File: src/rtl/gf180mcu_fd_sc_mcu9t5v0__aoi211_pipe_if.sv
// Handshake bundle for the pipelined AOI211 bank: operand vectors in, lane
// results out, plus the stage occupancy count.
interface gf180mcu_fd_sc_mcu9t5v0__aoi211_pipe_if #(
    parameter int WIDTH = 4,
    parameter int DEPTH = 2
);
    localparam int OCCW = $clog2(DEPTH + 1);

    logic [WIDTH-1:0] A1;
    logic [WIDTH-1:0] A2;
    logic [WIDTH-1:0] B;
    logic [WIDTH-1:0] C;
    logic             IN_VALID;
    logic             IN_READY;
    logic [WIDTH-1:0] ZN;
    logic             OUT_VALID;
    logic             OUT_READY;
    logic [OCCW-1:0]  OCC;

    modport master (
        output A1, A2, B, C, IN_VALID, OUT_READY,
        input  IN_READY, ZN, OUT_VALID, OCC
    );

    modport slave (
        input  A1, A2, B, C, IN_VALID, OUT_READY,
        output IN_READY, ZN, OUT_VALID, OCC
    );
endinterface

File: src/rtl/gf180mcu_fd_sc_mcu9t5v0__aoi211_pipe.sv
// WIDTH-lane AOI211 / AO211 bank retimed through DEPTH stallable stages with
// bubble-collapsing valid/ready handshake and a registered occupancy count.
module gf180mcu_fd_sc_mcu9t5v0__aoi211_pipe #(
    parameter int WIDTH  = 4,
    parameter int DEPTH  = 2,
    parameter int INVERT = 1
) (
    input  logic CLK,
    input  logic RN,
    gf180mcu_fd_sc_mcu9t5v0__aoi211_pipe_if.slave bus
);
    localparam int OCCW = $clog2(DEPTH + 1);

    logic [WIDTH-1:0] r_d [DEPTH];
    logic [DEPTH-1:0] r_v;
    logic [OCCW-1:0]  r_occ;

    logic [WIDTH-1:0] w_or;
    logic [WIDTH-1:0] w_lane;
    logic [DEPTH-1:0] w_adv;
    logic             w_inFire;
    logic             w_outFire;

    assign w_or   = (bus.A1 & bus.A2) | bus.B | bus.C;
    assign w_lane = (INVERT != 0) ? ~w_or : w_or;

    // A stage advances if it is empty or everything downstream of it advances.
    always_comb begin
        w_adv = '0;
        w_adv[DEPTH-1] = bus.OUT_READY | ~r_v[DEPTH-1];
        for (int k = DEPTH - 2; k >= 0; k--) begin
            w_adv[k] = ~r_v[k] | w_adv[k+1];
        end
    end

    assign w_inFire  = bus.IN_VALID & w_adv[0];
    assign w_outFire = r_v[DEPTH-1] & bus.OUT_READY;

    // Data only moves alongside a valid token, so bubbles never disturb d[].
    always_ff @(posedge CLK or negedge RN) begin
        if (!RN) begin
            r_v <= '0;
            for (int k = 0; k < DEPTH; k++) begin
                r_d[k] <= '0;
            end
        end else begin
            if (w_adv[0]) begin
                r_v[0] <= bus.IN_VALID;
                if (bus.IN_VALID) begin
                    r_d[0] <= w_lane;
                end
            end
            for (int k = 1; k < DEPTH; k++) begin
                if (w_adv[k]) begin
                    r_v[k] <= r_v[k-1];
                    if (r_v[k-1]) begin
                        r_d[k] <= r_d[k-1];
                    end
                end
            end
        end
    end

    always_ff @(posedge CLK or negedge RN) begin
        if (!RN) begin
            r_occ <= '0;
        end else if (w_inFire && !w_outFire) begin
            r_occ <= r_occ + OCCW'(1);
        end else if (w_outFire && !w_inFire) begin
            r_occ <= r_occ - OCCW'(1);
        end
    end

    assign bus.IN_READY  = w_adv[0];
    assign bus.ZN        = r_d[DEPTH-1];
    assign bus.OUT_VALID = r_v[DEPTH-1];
    assign bus.OCC       = r_occ;
endmodule
File: src/flat_wrapper.sv
// flat-port wrapper written by rule: the top's interface ports become plain ports
module gf180mcu_fd_sc_mcu9t5v0__aoi211_pipe_flat 
#(
    parameter int WIDTH  = 4,
    parameter int DEPTH  = 2,
    parameter int INVERT = 1
)
  (CLK, RN, bus_A1, bus_A2, bus_B, bus_C, bus_IN_VALID, bus_OUT_READY, bus_IN_READY, bus_ZN, bus_OUT_VALID, bus_OCC);
  gf180mcu_fd_sc_mcu9t5v0__aoi211_pipe_if #(.WIDTH(WIDTH), .DEPTH(DEPTH)) bus_i ();
  input  logic CLK;
  input  logic RN;
  input wire logic [$bits(bus_i.A1)-1:0] bus_A1;
  input wire logic [$bits(bus_i.A2)-1:0] bus_A2;
  input wire logic [$bits(bus_i.B)-1:0] bus_B;
  input wire logic [$bits(bus_i.C)-1:0] bus_C;
  input wire logic [$bits(bus_i.IN_VALID)-1:0] bus_IN_VALID;
  input wire logic [$bits(bus_i.OUT_READY)-1:0] bus_OUT_READY;
  output wire logic [$bits(bus_i.IN_READY)-1:0] bus_IN_READY;
  output wire logic [$bits(bus_i.ZN)-1:0] bus_ZN;
  output wire logic [$bits(bus_i.OUT_VALID)-1:0] bus_OUT_VALID;
  output wire logic [$bits(bus_i.OCC)-1:0] bus_OCC;
  assign bus_i.A1 = bus_A1;
  assign bus_i.A2 = bus_A2;
  assign bus_i.B = bus_B;
  assign bus_i.C = bus_C;
  assign bus_i.IN_VALID = bus_IN_VALID;
  assign bus_i.OUT_READY = bus_OUT_READY;
  assign bus_IN_READY = bus_i.IN_READY;
  assign bus_ZN = bus_i.ZN;
  assign bus_OUT_VALID = bus_i.OUT_VALID;
  assign bus_OCC = bus_i.OCC;
  gf180mcu_fd_sc_mcu9t5v0__aoi211_pipe #(.WIDTH(WIDTH), .DEPTH(DEPTH), .INVERT(INVERT)) u_core (.CLK(CLK), .RN(RN), .bus(bus_i));
endmodule
File: config.mk
export PLATFORM = sky130hd
export DESIGN_NAME = gf180mcu_fd_sc_mcu9t5v0__aoi211_pipe_flat
export DESIGN_NICKNAME = d
export VERILOG_FILES = /design/src/rtl/gf180mcu_fd_sc_mcu9t5v0__aoi211_pipe_if.sv /design/src/rtl/gf180mcu_fd_sc_mcu9t5v0__aoi211_pipe.sv /design/src/flat_wrapper.sv
export SDC_FILE = /design/constraint.sdc
export NUM_CORES = 1
export LEC_CHECK = 0
export CAP_MARGIN = 40
export CORE_UTILIZATION = 30
export CTS_BUF_LIST = sky130_fd_sc_hd__clkbuf_2 sky130_fd_sc_hd__clkbuf_4 sky130_fd_sc_hd__clkbuf_8
export DETAILED_ROUTE_END_ITERATION = 8
export GPL_TIMING_DRIVEN = 0
export PLACE_DENSITY = 0.69
export SLEW_MARGIN = 40
export SYNTH_ARGS = -nofsm -noshare
export SYNTH_HDL_FRONTEND = slang
export SYNTH_SLANG_ARGS = --single-unit
File: constraint.sdc
create_clock -name CLK -period 2.4 [get_ports CLK]
set_input_delay 0.24 -clock CLK [delete_from_list [all_inputs] [get_ports CLK]]
set_output_delay 0.24 -clock CLK [all_outputs]
set_load 0.02 [all_outputs]
; Word level (Yosys, flattened, before mapping)
; Index checks and enable logic that the tools add are counted.
; Widths: inputs -> output; s select.
[word_totals]
in_bits = 20
reg_bits = 12
elab_cells = 26
output_inout_bits = 8
[op_classes]
bitwise = 10
n_addsub = 2
n_mux = 2
n_reduce_logical = 7
[op_table]
columns = op, count
row1 = $or 4x4->4, 2
row2 = $and 4x4->4, 1
row3 = $mux 2, 2
row4 = $not 4->4, 1
row5 = $reduce_and 2->1, 2
row6 = $add 2x1->2 const B, 1
row7 = $and 1x1->1, 2
row8 = $logic_and 1x1->1, 2
row9 = $logic_not 1->1, 2
row10 = $not 1->1, 2
row11 = $or 1x1->1, 2
row12 = $reduce_bool 2->1, 1
row13 = $sub 2x1->2 const B, 1

; Depth between registers and ports, before layout
; Gate-level depths: netlist of run 1.
[logic_depth]
depth_word = 8
mapped_depth = 7
ltp_nobuf = 7

; Worst setup path before layout of run 1
; OpenSTA, ideal clock, no wires.
[synth_path]
kind = reg-to-reg
from = register u_core.r_v[1]
to = register u_core.r_occ[1] (netlist: u_core.bus.OCC[1])
arrival_time_ps = 1446
slack_ps = 874
required_ps = 2321
path_stages_with_launch = 8
path_buffers = 0
cell_sequence = dfrtp_1 > nand3b_4 > nand2_4 > inv_1 > ha_1 > xor2_1 > nor2_1 > xor2_1
[synth_between]
elab_chain_cells = 7
word_cells_on_any_way = 11
classes_between = 1 x mux / 5 x bitwise / 5 x reduce/logical
[synth_rtl]
columns = element, line
row1 = from (decl), gf180mcu_fd_sc_mcu9t5v0__aoi211_pipe.sv:15  ; logic [DEPTH-1:0] r_v;
row2 = "from (signal, indexed assignment)", gf180mcu_fd_sc_mcu9t5v0__aoi211_pipe.sv:55  ; r_v[k] <= r_v[k-1];
row3 = $not 1->1 (*), gf180mcu_fd_sc_mcu9t5v0__aoi211_pipe.sv:30  ; w_adv[DEPTH-1] = bus.OUT_READY | ~r_v[DEPTH-1];
row4 = $or 1x1->1 (*), gf180mcu_fd_sc_mcu9t5v0__aoi211_pipe.sv:30
row5 = $or 1x1->1 (*), gf180mcu_fd_sc_mcu9t5v0__aoi211_pipe.sv:32  ; w_adv[k] = ~r_v[k] | w_adv[k+1];
row6 = named net bus_IN_READY, flat_wrapper.sv:18  ; output wire logic [$bits(bus_i.IN_READY)-1:0] bus_IN_READY;
row7 = $and 1x1->1 (*), gf180mcu_fd_sc_mcu9t5v0__aoi211_pipe.sv:36  ; assign w_inFire = bus.IN_VALID & w_adv[0];
row8 = named net u_core.w_inFire, gf180mcu_fd_sc_mcu9t5v0__aoi211_pipe.sv:21  ; logic w_inFire;
row9 = $logic_not 1->1, gf180mcu_fd_sc_mcu9t5v0__aoi211_pipe.sv:69  ; end else if (w_outFire && !w_inFire) begin
row10 = $logic_and 1x1->1, gf180mcu_fd_sc_mcu9t5v0__aoi211_pipe.sv:69
row11 = $reduce_bool 2->1 (no source line), -
row12 = to (signal assigned), gf180mcu_fd_sc_mcu9t5v0__aoi211_pipe.sv:68  ; r_occ <= r_occ + OCCW'(1);
row13 = to (signal assigned), gf180mcu_fd_sc_mcu9t5v0__aoi211_pipe.sv:70  ; r_occ <= r_occ - OCCW'(1);
row14 = to (decl), gf180mcu_fd_sc_mcu9t5v0__aoi211_pipe.sv:16  ; logic [OCCW-1:0] r_occ;
; The timed path passes the listed nets; every way through them passes the cells marked *.
; A chain may end at the register's enable or synchronous reset.

; Worst setup path after layout of run 1
[layout_path]
from = input bus_OUT_READY
to = output bus_IN_READY
[layout_between]
elab_chain_cells = 2
[layout_rtl]
columns = element, line
row1 = from (decl), flat_wrapper.sv:17  ; input wire logic [$bits(bus_i.OUT_READY)-1:0] bus_OUT_READY;
row2 = $or 1x1->1, gf180mcu_fd_sc_mcu9t5v0__aoi211_pipe.sv:30
row3 = $or 1x1->1, gf180mcu_fd_sc_mcu9t5v0__aoi211_pipe.sv:32
row4 = to (decl), flat_wrapper.sv:18
; Every way passes these cells.

==> impl_results.html, run 1 <==
<table>
<tr><th>Metric</th><th>Value</th></tr>
<tr><th colspan="2">Floorplan</th></tr>
<tr><td>Number of placed I/O pins</td><td>28</td></tr>
<tr><td>Placeable Area</td><td>0.00178 mm²</td></tr>
<tr><td>Horiz. Die Dim</td><td>between 40 and 50 µm</td></tr>
<tr><td>Die height</td><td>46.4 µm</td></tr>
<tr><td>Die Area</td><td>0.00215 mm²</td></tr>
<tr><td>Initial core utilization</td><td>0.332</td></tr>
<tr><td>Placement Rows</td><td>15</td></tr>
<tr><th colspan="2">STA</th></tr>
<tr><td>Achievable Freq</td><td>0.576 GHz</td></tr>
<tr><td>Post-route clock period utilization</td><td>0.723</td></tr>
<tr><td>Final hold viol count</td><td>0</td></tr>
<tr><td>Number of slew-limit violations in the final report</td><td>0</td></tr>
<tr><td>Sum of negative setup slack</td><td>0 ps</td></tr>
<tr><td>Max transition margin</td><td>0.653</td></tr>
<tr><td>Worst Setup Slack, final</td><td>665 ps</td></tr>
<tr><td>Worst Max-Slew Pin Slew</td><td>between 500 and 600 ps</td></tr>
<tr><td>Min cycle time layout</td><td>around 1700 ps</td></tr>
<tr><td>Setup-violating endpoint count in the final report</td><td>0</td></tr>
<tr><td>Setup skew after layout</td><td>3.15 ps</td></tr>
<tr><td>Setup repair after global routing missed its margin</td><td>false</td></tr>
<tr><th colspan="2">Clock network</th></tr>
<tr><td>CTS tree</td><td>built</td></tr>
<tr><td>Clock latency at the later pin of the worst-skew pair</td><td>260 ps</td></tr>
<tr><td>Total clock buffers created by CTS</td><td>3</td></tr>
<tr><td># Post-CTS Setup Buffers</td><td>0</td></tr>
<tr><td>Clock Tree Buf Depth</td><td>2</td></tr>
<tr><td>H-tree level count</td><td>1</td></tr>
<tr><td>Hold bufs inserted after CTS</td><td>0</td></tr>
<tr><td>Clk pin slew, worst setup/hold paths</td><td>70 ps</td></tr>
<tr><td>Post-CTS Resized</td><td>0</td></tr>
<tr><td>Clock Tree Root</td><td>clkbuf_4</td></tr>
<tr><td>TritonCTS sink count</td><td>12</td></tr>
<tr><th colspan="2">Placement</th></tr>
<tr><td>Buffers added on ports</td><td>27</td></tr>
<tr><td>Post-placement worst setup slack</td><td>between 600 and 700 ps</td></tr>
<tr><td>GP Congestion</td><td>0.629</td></tr>
<tr><td>Estimated wirelength of the detail-placed design</td><td>798 µm</td></tr>
<tr><th colspan="2">Drt</th></tr>
<tr><td>Drt total wl</td><td>912 µm</td></tr>
<tr><td>Average via count per standard cell</td><td>4.19</td></tr>
<tr><td>WL/cell</td><td>~9.4 µm</td></tr>
<tr><td>First-pass iteration count of the detailed router</td><td>4</td></tr>
<tr><td>Antenna violation net count after detailed routing</td><td>0</td></tr>
<tr><td>Vias</td><td>about 410</td></tr>
<tr><td>Total DRC errors in the routed layout</td><td>0</td></tr>
<tr><td>Violation count after the first detailed-routing iteration</td><td>2</td></tr>
<tr><th colspan="2">Setup path</th></tr>
<tr><td>Critical path data required time</td><td>around 2200 ps</td></tr>
<tr><td>Crit path max fanout</td><td>3</td></tr>
<tr><td>Nature of the critical path startpoint</td><td>input port</td></tr>
<tr><td>Launch point of the worst reg-to-reg path</td><td>u_core.r_v[1]</td></tr>
<tr><td>Critical path type</td><td>input port to output port</td></tr>
<tr><td>Reg2reg path depth</td><td>6</td></tr>
<tr><td>Longest individual stage delay on the worst path</td><td>600 ps</td></tr>
<tr><td>WP depth</td><td>3</td></tr>
<tr><td>Launch point of the critical path</td><td>bus_OUT_READY</td></tr>
<tr><td>Most Frequent Cell on Critical Path</td><td>clkdlybuf4s50_1</td></tr>
<tr><td>Bufs and invs on worst path</td><td>2</td></tr>
<tr><td>Worst path cell trace</td><td>clkdlybuf4s50_1 &gt; nand3b_4 &gt; clkdlybuf4s50_1</td></tr>
<tr><td>Gate family responsible for the most delay along the worst path</td><td>buffers and inverters</td></tr>
<tr><td>CP endpoint</td><td>bus_IN_READY</td></tr>
<tr><td>Setup slack on the worst flop-to-flop path</td><td>1010 ps</td></tr>
<tr><td>Reg2reg end</td><td>u_core.bus.OCC[1]</td></tr>
<tr><td>Data arrival time of the worst path</td><td>approximately 1500 ps</td></tr>
<tr><td>Endpoint kind of the worst setup timing path</td><td>output port</td></tr>
<tr><td>Master of the slowest instance on the critical path</td><td>clkdlybuf4s50_1</td></tr>
<tr><th colspan="2">Synth</th></tr>
<tr><td>Post-synthesis sequential element count</td><td>12</td></tr>
<tr><td>Top area cells in the synthesized netlist</td><td>dfrtp_1 51%, mux2_4 20%, a211oi_1 5.1%</td></tr>
<tr><td>Part of the Yosys area used for sequential elements</td><td>0.507</td></tr>
<tr><td>Warning count from the yosys run</td><td>0</td></tr>
<tr><td>Average instance area after synthesis</td><td>~14 µm²</td></tr>
<tr><td>Leading area contributor after synthesis</td><td>dfrtp_1</td></tr>
<tr><td>Post-synthesis net count</td><td>62</td></tr>
<tr><td>Synth cell types</td><td>15</td></tr>
<tr><td>Post-synthesis instance area</td><td>592 µm²</td></tr>
<tr><td>Post-Synthesis Cells</td><td>~40</td></tr>
<tr><td>Proportion of netlist area held by the largest area contributor</td><td>0.507</td></tr>
<tr><th colspan="2">Power and ir drop</th></tr>
<tr><td>VDD IR-drop max</td><td>0.375 mV</td></tr>
<tr><td>Share of power burned in combinational logic</td><td>0.361</td></tr>
<tr><td>Internal power contribution</td><td>485 µW</td></tr>
<tr><td>Clock network fraction of total power</td><td>0.227</td></tr>
<tr><td>Leakage</td><td>0.000433 µW</td></tr>
<tr><td>Power density over cell area</td><td>715 mW/mm²</td></tr>
<tr><td>Net Sw Power</td><td>180 µW</td></tr>
<tr><td>Part of the power in registers</td><td>0.412</td></tr>
<tr><td>Switching Fraction</td><td>0.271</td></tr>
<tr><th colspan="2">Run</th></tr>
<tr><td>Max-cap viol count</td><td>0</td></tr>
<tr><th colspan="2">Final layout</th></tr>
<tr><td>Most frequent standard cell in the layout excluding fill and tap cells</td><td>clkdlybuf4s50_1</td></tr>
<tr><td>Most used cells in the layout excluding fill and tap cells</td><td>27 x clkdlybuf4s50_1, 12 x dfrtp_1, 8 x mux2_4</td></tr>
<tr><td>Inserted Diodes</td><td>0</td></tr>
<tr><td>Final cell utilization of the core</td><td>0.521</td></tr>
<tr><td>Nets@finish</td><td>94</td></tr>
<tr><td>Filler instances</td><td>157</td></tr>
<tr><td>Share of post-route cells with drive strength above 1</td><td>0.278</td></tr>
<tr><td>Relative area change from synthesis to final layout</td><td>57.1%</td></tr>
<tr><th colspan="2">Run status</th></tr>
<tr><td>Result of the run</td><td>completed</td></tr>
<tr><th colspan="2">GRT</th></tr>
<tr><td>Antenna violations before repair</td><td>0</td></tr>
<tr><td>Total Routing Usage GR</td><td>0.108</td></tr>
<tr><td>Wire length of the first global-routing pass</td><td>1.53 mm</td></tr>
<tr><td>Pin count of the biggest net entering global routing</td><td>13</td></tr>
<tr><td>Via count of the first global-routing pass</td><td>approximately 370</td></tr>
<tr><td>Leftover overflow at the end of global routing</td><td>0</td></tr>
<tr><th colspan="2">Min path</th></tr>
<tr><td>Hold WC Path Type</td><td>input port to asynchronous set/reset pin</td></tr>
</table>
==> power by group through the flow <==
stage               clock network (µW)  logic, µW  registers [µW]
CTS                                158        244             275
finish                             151        240             274
global placement                     0        239             276
floorplan                            0        114             296
detailed placement                   0        243             279
global route                       168        261             281
==> metal layers <==
layer  up-vias  global-route usage  routed length, µm  part of all wire
met4         0              0.0529                 20             0.022
met3         2              0.0471                 57             0.063
met2        17               0.161                429              0.47
met5         -                   0                  0                 0
li1        200                   -                  -                 -
met1       187               0.130                405              0.44
==> layout make-up <==
| type | instances | area, µm² | area share |
|---|---|---|---|
| Buffer | 4 | 30.0 | 0.0323 |
| Clock buffer | 4 | 36.3 | 0.0390 |
| Inverter | 1 | 3.75 | 0.00404 |
| Multi-Input combinational cell | 24 | 258 | 0.277 |
| Sequential cell | 12 | 300 | 0.323 |
| Tap cell | 25 | 31.3 | 0.0336 |
| Timing Repair Buffer | 27 | 270 | 0.291 |
==> worst register-to-register path, cell delays in order, from the launching register on <==
cell and delay [ps]:
dfrtp_1 430, nand3b_4 110, nand2_4 130, inv_1 60, ha_1 320, nor2_1 130, xor2_1 140
==> sequential cells by signal, indices dropped and copies added (netlist names) <==
register	count
u_core.bus.OCC	2
u_core.r_v	2
u_core.bus.ZN	4
u_core.r_d	4
==> metrics by stage <==
stage / power, µW / cells / hold WS [ps] / cell area (µm²)
6_report: 664 / 97 / 321 / 930
5_1_grt: 709 / 97 / 359 / 930
4_1_cts: 676 / 97 / 327 / 930
3_5_place_dp: 522 / 93 / 467 / 893
3_3_place_gp: 515 / 93 / 457 / 893
2_1_floorplan: 410 / 41 / -55.6 / 592
==> worst min path at each step <==
stage / end / slack [ps]
after floorplan: u_core.bus.OCC[0] / -60
after global placement: u_core.bus.OCC[1] / 460
after detailed placement: u_core.bus.OCC[1] / 470
after CTS: u_core.bus.ZN[2] / 330
after global routing: u_core.bus.OCC[0] / 360
final: u_core.bus.OCC[1] / 320
==> cells by family (layout without fill, tap and decap cells) <==
kind of cell,Yosys count,count (layout),share of synthesized area
DFF,12,12,0.507
muxes,8,8,0.203
and+or+nand+nor,8,8,0.116
buffers and inverters,5,36,0.0571
AOI/OAI and AO/OA,4,4,0.0507
xor gates and xnor gates,3,3,0.0444
adders and majority gates,1,1,0.0211
==> synthesized netlist by cell type <==
| library cell | number |
|---|---|
| or2b_1 | 2 |
| ha_1 | 1 |
| a211oi_1 | 4 |
| nand3b_4 | 1 |
| xnor2_1 | 1 |
| nand2_1 | 1 |
| buf_4 | 4 |
| inv_1 | 1 |
| nand2_4 | 1 |
| mux2_4 | 8 |
| xor2_1 | 2 |
| nand2b_2 | 1 |
| nor2_1 | 1 |
| dfrtp_1 | 12 |
| nand2_2 | 1 |
No activity file was read; power rests on OpenSTA's default activity.
==> run 2: changes to the inputs <==
--- a/config.mk
+++ b/config.mk
@@ -10,7 +10,7 @@
 export CTS_BUF_LIST = sky130_fd_sc_hd__clkbuf_2 sky130_fd_sc_hd__clkbuf_4 sky130_fd_sc_hd__clkbuf_8
 export DETAILED_ROUTE_END_ITERATION = 8
 export GPL_TIMING_DRIVEN = 0
-export PLACE_DENSITY = 0.69
+export PLACE_DENSITY = 0.71
 export SLEW_MARGIN = 40
 export SYNTH_ARGS = -nofsm -noshare
 export SYNTH_HDL_FRONTEND = slang
==> constraint.sdc (replaced) <==
create_clock -name CLK -period 1.4 [get_ports CLK]
set_input_delay 0.14 -clock CLK [delete_from_list [all_inputs] [get_ports CLK]]
set_output_delay 0.14 -clock CLK [all_outputs]
set_load 0.02 [all_outputs]
==> run 2 against run 1 <==
Against the previous run: die area stayed put; wire length is 6.1% higher; flip-flop and latch count stayed put; count of clock-buffer cells in the layout stayed put; worst setup slack worse by 570 ps; critical path depth stayed put; sequential power is 72% higher; utilization is 1.3 points higher.
==> impl_results.html, run 2 (synthesis results as in run 1) <==
<table>
<tr><th>Metric</th><th>Value</th></tr>
<tr><th colspan="2">STA</th></tr>
<tr><td>Setup repair after global routing missed its margin</td><td>false</td></tr>
<tr><td>Worst Max-Slew Pin Slew</td><td>503 ps</td></tr>
<tr><td>Post-route clock period utilization</td><td>0.934</td></tr>
<tr><td>Setup skew after layout</td><td>2.18 ps</td></tr>
<tr><td>Sum of negative setup slack</td><td>0 ps</td></tr>
<tr><td>Min cycle time layout</td><td>1310 ps</td></tr>
<tr><td>Final hold viol count</td><td>0</td></tr>
<tr><td>Achievable Freq</td><td>0.765 GHz</td></tr>
<tr><td>Worst Setup Slack, final</td><td>92.2 ps</td></tr>
<tr><td>Max transition margin</td><td>0.663</td></tr>
<tr><td>Number of slew-limit violations in the final report</td><td>0</td></tr>
<tr><td>Setup-violating endpoint count in the final report</td><td>0</td></tr>
<tr><th colspan="2">Clock network</th></tr>
<tr><td>CTS tree</td><td>built</td></tr>
<tr><td>H-tree level count</td><td>1</td></tr>
<tr><td>Clock Tree Buf Depth</td><td>2</td></tr>
<tr><td>Total clock buffers created by CTS</td><td>3</td></tr>
<tr><td>TritonCTS sink count</td><td>12</td></tr>
<tr><td>Clk pin slew, worst setup/hold paths</td><td>roughly 70 ps</td></tr>
<tr><td>Clock latency at the later pin of the worst-skew pair</td><td>260 ps</td></tr>
<tr><td>Clock Tree Root</td><td>clkbuf_4</td></tr>
<tr><th colspan="2">Setup path</th></tr>
<tr><td>Setup slack on the worst flop-to-flop path</td><td>110 ps</td></tr>
<tr><td>Critical path data required time</td><td>roughly 1300 ps</td></tr>
<tr><td>CP endpoint</td><td>bus_IN_READY</td></tr>
<tr><td>Data arrival time of the worst path</td><td>between 1000 and 1500 ps</td></tr>
<tr><td>Nature of the critical path startpoint</td><td>input port</td></tr>
<tr><td>Reg2reg end</td><td>u_core.bus.OCC[1]</td></tr>
<tr><td>Reg2reg path depth</td><td>7</td></tr>
<tr><td>Crit path max fanout</td><td>3</td></tr>
<tr><td>Endpoint kind of the worst setup timing path</td><td>output port</td></tr>
<tr><td>Launch point of the critical path</td><td>bus_OUT_READY</td></tr>
<tr><td>Launch point of the worst reg-to-reg path</td><td>u_core.r_v[1]</td></tr>
<tr><td>Critical path type</td><td>input port to output port</td></tr>
<tr><th colspan="2">Power and ir drop</th></tr>
<tr><td>VDD IR-drop max</td><td>0.611 mV</td></tr>
<tr><td>Internal power contribution</td><td>807 µW</td></tr>
<tr><td>Share of power burned in combinational logic</td><td>0.350</td></tr>
<tr><td>Leakage</td><td>roughly 0.00046 µW</td></tr>
<tr><td>Switching Fraction</td><td>0.283</td></tr>
<tr><td>Power density over cell area</td><td>1180 mW/mm²</td></tr>
<tr><td>Net Sw Power</td><td>319 µW</td></tr>
<tr><td>Clock network fraction of total power</td><td>0.232</td></tr>
<tr><td>Part of the power in registers</td><td>0.418</td></tr>
<tr><th colspan="2">GRT</th></tr>
<tr><td>Leftover overflow at the end of global routing</td><td>0</td></tr>
<tr><td>Total Routing Usage GR</td><td>0.101</td></tr>
<tr><td>Via count of the first global-routing pass</td><td>361</td></tr>
<tr><td>Antenna violations before repair</td><td>0</td></tr>
<tr><td>Wire length of the first global-routing pass</td><td>1.48 mm</td></tr>
<tr><td>Pin count of the biggest net entering global routing</td><td>13</td></tr>
<tr><th colspan="2">Final layout</th></tr>
<tr><td>Nets@finish</td><td>95</td></tr>
<tr><td>Share of post-route cells with drive strength above 1</td><td>0.329</td></tr>
<tr><td>Relative area change from synthesis to final layout</td><td>61.1%</td></tr>
<tr><td>Most used cells in the layout excluding fill and tap cells</td><td>19 x clkdlybuf4s50_1, 11 x dfrtp_1, 8 x mux2_4</td></tr>
<tr><td>Inserted Diodes</td><td>0</td></tr>
<tr><td>Final standard cell count with taps included and fillers excluded</td><td>98</td></tr>
<tr><td>Most frequent standard cell in the layout excluding fill and tap cells</td><td>clkdlybuf4s50_1</td></tr>
<tr><td>Filler instances</td><td>166</td></tr>
<tr><th colspan="2">Drt</th></tr>
<tr><td>Violation count after the first detailed-routing iteration</td><td>1</td></tr>
<tr><td>Drt total wl</td><td>968 µm</td></tr>
<tr><td>Vias</td><td>407</td></tr>
<tr><td>WL/cell</td><td>9.88 µm</td></tr>
<tr><td>First-pass iteration count of the detailed router</td><td>2</td></tr>
<tr><td>Average via count per standard cell</td><td>around 4.2</td></tr>
<tr><td>Total DRC errors in the routed layout</td><td>0</td></tr>
<tr><td>Antenna violation net count after detailed routing</td><td>0</td></tr>
<tr><th colspan="2">Floorplan</th></tr>
<tr><td>Horiz. Die Dim</td><td>46.4 µm</td></tr>
<tr><td>Number of placed I/O pins</td><td>28</td></tr>
<tr><td>Placeable Area</td><td>0.00178 mm²</td></tr>
<tr><td>Die Area</td><td>between 0.002 and 0.0025 mm²</td></tr>
<tr><td>Die height</td><td>46.4 µm</td></tr>
<tr><td>Initial core utilization</td><td>0.332</td></tr>
<tr><td>Placement Rows</td><td>15</td></tr>
<tr><th colspan="2">Min path</th></tr>
<tr><td>Hold WC Path Type</td><td>input port to asynchronous set/reset pin</td></tr>
<tr><th colspan="2">Placement</th></tr>
<tr><td>Buffers added on ports</td><td>27</td></tr>
<tr><td>GP Congestion</td><td>0.663</td></tr>
<tr><td>Post-placement worst setup slack</td><td>-198 ps</td></tr>
<tr><td>Instance count after placement with tap cells included</td><td>93</td></tr>
<tr><td>Estimated wirelength of the detail-placed design</td><td>823 µm</td></tr>
<tr><th colspan="2">Run</th></tr>
<tr><td>Max-cap viol count</td><td>0</td></tr>
<tr><th colspan="2">Run status</th></tr>
<tr><td>Result of the run</td><td>completed</td></tr>
</table>
run 2: cell types whose count changed in the layout (fill, tap and decap cells not counted), sizes merged:
cell           change
buf                +1
clkdlybuf4s50      -8
dlygate4sd2        +7
dlymetal6s2s       +1
run 2: worst min-delay path by stage:
stage                           start                end  slack [ps]
detailed placement  u_core.bus.OCC[1]  u_core.bus.OCC[1]         470
finish                             RN  u_core.bus.OCC[0]         210
floorplan                          RN  u_core.bus.OCC[0]        -160
global placement    u_core.bus.OCC[1]  u_core.bus.OCC[1]         460
CTS                                RN  u_core.bus.OCC[0]         220
global route                       RN  u_core.bus.OCC[0]         260
run 2: worst max-delay path, stage by stage:
cell and delay (ps):
clkdlybuf4s50_1 510, nand3b_4 180, dlygate4sd2_1 340
run 2: per-stage QoR:
stage	total power, µW	hold slack (ps)	utilization	area, µm²
final	1130	210	0.535	953
after global routing	1190	258	0.535	953
after CTS	1140	215	0.519	925
after detailed placement	897	468	0.503	897
after global placement	884	457	0.503	897
after floorplan	704	-156	-	596
run 2: repair_timing:
item / CTS / global route
buffers inserted: 0 / 1
hold buffers: 0 / 0
resized for setup: 7 / 3
pin swaps: 0 / 4
endpoints found under the setup margin: 7 / 2
run 2: layout make-up:
type,instances,area (µm²),area share
sequential,12,302,0.316
multi-input combinational,24,279,0.293
timing repair buffer,28,272,0.285
clock buffer,4,36.3,0.0381
tap,25,31.3,0.0328
buffer,4,30.0,0.0315
inverter,1,3.75,0.00394
run 2: layer usage:
| layer | wire (µm) | track usage | up-vias |
|---|---|---|---|
| met3 | 67 | 0.0235 | 2 |
| met4 | 6 | 0.0529 | 0 |
| met2 | 474 | 0.167 | 20 |
| met5 | 0 | 0 | - |
| met1 | 420 | 0.119 | 181 |
| li1 | - | - | 204 |
run 2: power groups by stage:
stage	Clock [µW]	Combinational, µW	Sequential (µW)
after floorplan	0	197	507
after global placement	0	411	473
after detailed placement	0	419	478
after CTS	275	389	472
after global routing	287	424	480
final	262	394	470
==> run 3: changes to the inputs <==
--- a/config.mk
+++ b/config.mk
@@ -5,6 +5,7 @@
 export SDC_FILE = /design/constraint.sdc
 export NUM_CORES = 1
 export LEC_CHECK = 0
+export ABC_AREA = 1
 export CAP_MARGIN = 40
 export CORE_UTILIZATION = 30
 export CTS_BUF_LIST = sky130_fd_sc_hd__clkbuf_2 sky130_fd_sc_hd__clkbuf_4 sky130_fd_sc_hd__clkbuf_8
==> run 3 against run 2 <==
Against the previous run: maximum frequency is 1.5% lower; wire length up 8.0%; synthesized cell count grew 68%; clock skew up 0.89 ps; highest routed layer unchanged.
==> impl_results.html, run 3 <==
<table>
<tr><th>Metric</th><th>Value</th></tr>
<tr><th colspan="2">Drt</th></tr>
<tr><td>WL/cell</td><td>8.36 µm</td></tr>
<tr><td>First-pass iteration count of the detailed router</td><td>3</td></tr>
<tr><td>Antenna violation net count after detailed routing</td><td>0</td></tr>
<tr><td>Violation count after the first detailed-routing iteration</td><td>10</td></tr>
<tr><td>Vias</td><td>531</td></tr>
<tr><td>Drt total wl</td><td>~1.0 mm</td></tr>
<tr><td>Total DRC errors in the routed layout</td><td>0</td></tr>
<tr><td>Average via count per standard cell</td><td>4.25</td></tr>
<tr><th colspan="2">Power and ir drop</th></tr>
<tr><td>Leakage</td><td>0.000482 µW</td></tr>
<tr><td>Power density over cell area</td><td>1230 mW/mm²</td></tr>
<tr><td>VDD IR-drop max</td><td>0.429 mV</td></tr>
<tr><th colspan="2">Floorplan</th></tr>
<tr><td>Placeable Area</td><td>~0.0018 mm²</td></tr>
<tr><td>Initial core utilization</td><td>0.327</td></tr>
<tr><td>Die Area</td><td>0.00212 mm²</td></tr>
<tr><td>Number of placed I/O pins</td><td>28</td></tr>
<tr><td>Horiz. Die Dim</td><td>46.1 µm</td></tr>
<tr><td>Placement Rows</td><td>15</td></tr>
<tr><td>Die height</td><td>46.1 µm</td></tr>
<tr><th colspan="2">Setup path</th></tr>
<tr><td>Master of the slowest instance on the critical path</td><td>dfrtp_2</td></tr>
<tr><td>Data arrival time of the worst path</td><td>1190 ps</td></tr>
<tr><td>Worst path cell trace</td><td>nand3_4 &gt; dlygate4sd2_1</td></tr>
<tr><td>Nature of the critical path startpoint</td><td>flip-flop</td></tr>
<tr><td>Critical path data required time</td><td>1260 ps</td></tr>
<tr><td>Crit path max fanout</td><td>7</td></tr>
<tr><td>Longest individual stage delay on the worst path</td><td>440 ps</td></tr>
<tr><td>Critical path type</td><td>flip-flop to output port</td></tr>
<tr><td>Endpoint kind of the worst setup timing path</td><td>output port</td></tr>
<tr><th colspan="2">Placement</th></tr>
<tr><td>GP Congestion</td><td>between 0.7 and 0.8</td></tr>
<tr><td>Estimated wirelength of the detail-placed design</td><td>approximately 900 µm</td></tr>
<tr><td>Buffers added on ports</td><td>27</td></tr>
<tr><th colspan="2">Synth</th></tr>
<tr><td>Fraction of registers with async set/reset</td><td>1.00</td></tr>
<tr><td>Leading cell types by count after synthesis</td><td>29 x nand2_1, 12 x dfrtp_1, 6 x inv_1</td></tr>
<tr><td>Most instantiated flip-flop cell in the synthesis netlist</td><td>dfrtp_1</td></tr>
<tr><td>Leading area contributor after synthesis</td><td>dfrtp_1</td></tr>
<tr><td>Post-synthesis sequential element count</td><td>12</td></tr>
<tr><td>Warning count from the yosys run</td><td>0</td></tr>
<tr><td>Post-Synthesis Cells</td><td>69</td></tr>
<tr><td>Post-synthesis net count</td><td>90</td></tr>
<tr><td>Number of flops mapped to enable cells by yosys</td><td>0</td></tr>
<tr><td>Synth cell types</td><td>11</td></tr>
<tr><td>Post-synthesis instance area</td><td>583 µm²</td></tr>
<tr><td>Top area cells in the synthesized netlist</td><td>dfrtp_1 52%, nand2_1 19%, nand4_1 5.4%</td></tr>
<tr><td>Proportion of netlist area held by the largest area contributor</td><td>0.515</td></tr>
<tr><td>Part of the Yosys area used for sequential elements</td><td>0.515</td></tr>
<tr><td>Average instance area after synthesis</td><td>8.45 µm²</td></tr>
<tr><td>Most frequent cell after synthesis</td><td>nand2_1</td></tr>
<tr><th colspan="2">STA</th></tr>
<tr><td>Post-route clock period utilization</td><td>0.948</td></tr>
<tr><td>Min cycle time layout</td><td>1330 ps</td></tr>
<tr><td>Setup repair after global routing missed its margin</td><td>false</td></tr>
<tr><td>Worst Max-Slew Pin Slew</td><td>512 ps</td></tr>
<tr><td>Setup-violating endpoint count in the final report</td><td>0</td></tr>
<tr><td>Setup skew after layout</td><td>3.08 ps</td></tr>
<tr><td>Achievable Freq</td><td>0.753 GHz</td></tr>
<tr><td>Max transition margin</td><td>0.658</td></tr>
<tr><td>Number of slew-limit violations in the final report</td><td>0</td></tr>
<tr><td>Final hold viol count</td><td>0</td></tr>
<tr><td>Worst slack on hold paths</td><td>between 200 and 250 ps</td></tr>
<tr><th colspan="2">Clock network</th></tr>
<tr><td>H-tree level count</td><td>1</td></tr>
<tr><td>Clock Tree Root</td><td>clkbuf_4</td></tr>
<tr><td>CTS tree</td><td>built</td></tr>
<tr><td>TritonCTS sink count</td><td>12</td></tr>
<tr><td>Clk pin slew, worst setup/hold paths</td><td>70 ps</td></tr>
<tr><td>Clock Tree Buf Depth</td><td>2</td></tr>
<tr><td>Total clock buffers created by CTS</td><td>3</td></tr>
<tr><td>Hold bufs inserted after CTS</td><td>0</td></tr>
<tr><td>Clock latency at the later pin of the worst-skew pair</td><td>260 ps</td></tr>
<tr><th colspan="2">GRT</th></tr>
<tr><td>Pin count of the biggest net entering global routing</td><td>13</td></tr>
<tr><td>Via count of the first global-routing pass</td><td>slightly above 500</td></tr>
<tr><td>Leftover overflow at the end of global routing</td><td>0</td></tr>
<tr><td>Wire length of the first global-routing pass</td><td>1.95 mm</td></tr>
<tr><td>Total Routing Usage GR</td><td>0.128</td></tr>
<tr><td>Antenna violations before repair</td><td>0</td></tr>
<tr><th colspan="2">Final layout</th></tr>
<tr><td>Sequential standard cell area</td><td>between 300 and 400 µm²</td></tr>
<tr><td>Relative area change from synthesis to final layout</td><td>58.4%</td></tr>
<tr><td>Most used cells in the layout excluding fill and tap cells</td><td>29 x nand2_1, 19 x clkdlybuf4s50_1, 10 x dfrtp_1</td></tr>
<tr><td>Nets@finish</td><td>approximately 120</td></tr>
<tr><td>Multi-input gate area in the final layout</td><td>243 µm²</td></tr>
<tr><td>Filler instances</td><td>174</td></tr>
<tr><td>Inserted Diodes</td><td>0</td></tr>
<tr><td>Most frequent standard cell in the layout excluding fill and tap cells</td><td>nand2_1</td></tr>
<tr><td>Final cell utilization of the core</td><td>0.518</td></tr>
<tr><td>Share of post-route cells with drive strength above 1</td><td>0.140</td></tr>
<tr><th colspan="2">Run</th></tr>
<tr><td>Max-cap viol count</td><td>0</td></tr>
<tr><th colspan="2">Min path</th></tr>
<tr><td>Hold WC Path Type</td><td>input port to asynchronous set/reset pin</td></tr>
<tr><th colspan="2">Run status</th></tr>
<tr><td>Result of the run</td><td>completed</td></tr>
</table>
## run 3: cell count changes after synthesis
cell,previous run,this run
nand2_2,1,0
nand3_4,0,1
xor2_1,2,0
nand3_1,0,5
nand3b_4,1,0
nor2_1,1,4
mux2_4,8,0
nand2b_2,1,0
nand2_1,1,29
or2b_1,2,0
a211oi_1,4,0
nand4_1,0,5
inv_1,1,6
## run 3: per-stage QoR
step / power (µW) / cells / setup WS, ps / setup TNS, ps / area [µm²]
floorplan: 739 / 69 / 58.8 / 0 / 597
global placement: 938 / 121 / -200 / -426 / 898
detailed placement: 952 / 121 / -200 / -455 / 898
CTS: 1150 / 125 / 4.34 / 0 / 920
global route: 1220 / 125 / 23.9 / 0 / 923
finish: 1130 / 125 / 72.6 / 0 / 923
## run 3: cell families after synthesis
logic type / count (synthesis) / synth area share
xor+xnor: 1 / 0.0150
simple gates: 45 / 0.358
fa+ha+maj: 1 / 0.0215
flops: 12 / 0.515
buf+inv: 10 / 0.0901
## run 3: critical path, delay by kind of cell, from the launching register on
kind          cells  cell delay, ps
flops             1             440
buf+inv           1             350
simple gates      1             130
## run 3: layout make-up
class | instances | share of cell area
sequential | 12 | 0.328
timing repair buffer | 27 | 0.286
multi-input combinational | 47 | 0.263
clock buffer | 4 | 0.0325
tap | 25 | 0.0339
inverter | 6 | 0.0244
buffer | 4 | 0.0325
## run 3: timing repair
item | CTS | global route
buffers inserted | 0 | 0
pin swaps | 0 | 2
gates resized for setup | 7 | 3
endpoints found under the hold margin | 0 | 0
setup endpoints to repair | 7 | 3
gates cloned | 0 | 0
## run 3: routing by layer
layer | wire (µm) | track usage | part of all wire | vias to the layer above
met1 | 444 | 0.163 | 0.42 | 222
li1 | - | - | - | 279
met2 | 500 | 0.200 | 0.48 | 28
met4 | 17 | 0.0706 | 0.016 | 0
met3 | 82 | 0.0275 | 0.078 | 2
met5 | 0 | 0 | 0 | -
## run 3: worst paths after layout
kind                                  startpoint                 to  slack, ps  depth (start not counted)
worst max register to register     u_core.r_v[0]  u_core.bus.OCC[1]        130                          8
max in group asynchronous                     RN      u_core.r_v[0]        810                          1
worst max-delay path               u_core.r_v[1]       bus_IN_READY         70                          2
worst min register to register  u_core.bus.ZN[0]   u_core.bus.ZN[0]        470                          2
worst min-delay path                          RN      u_core.r_d[4]        220                          1
min in group CLK                u_core.bus.ZN[0]   u_core.bus.ZN[0]        470                          2
## run 3: power by group
group | switching, µW | leakage, µW | internal (µW)
clock | 103 | 0.0000184 | 129
combinational | 207 | 0.000312 | 209
sequential | 61.1 | 0.000151 | 423
total | 371 | 0.000482 | 761
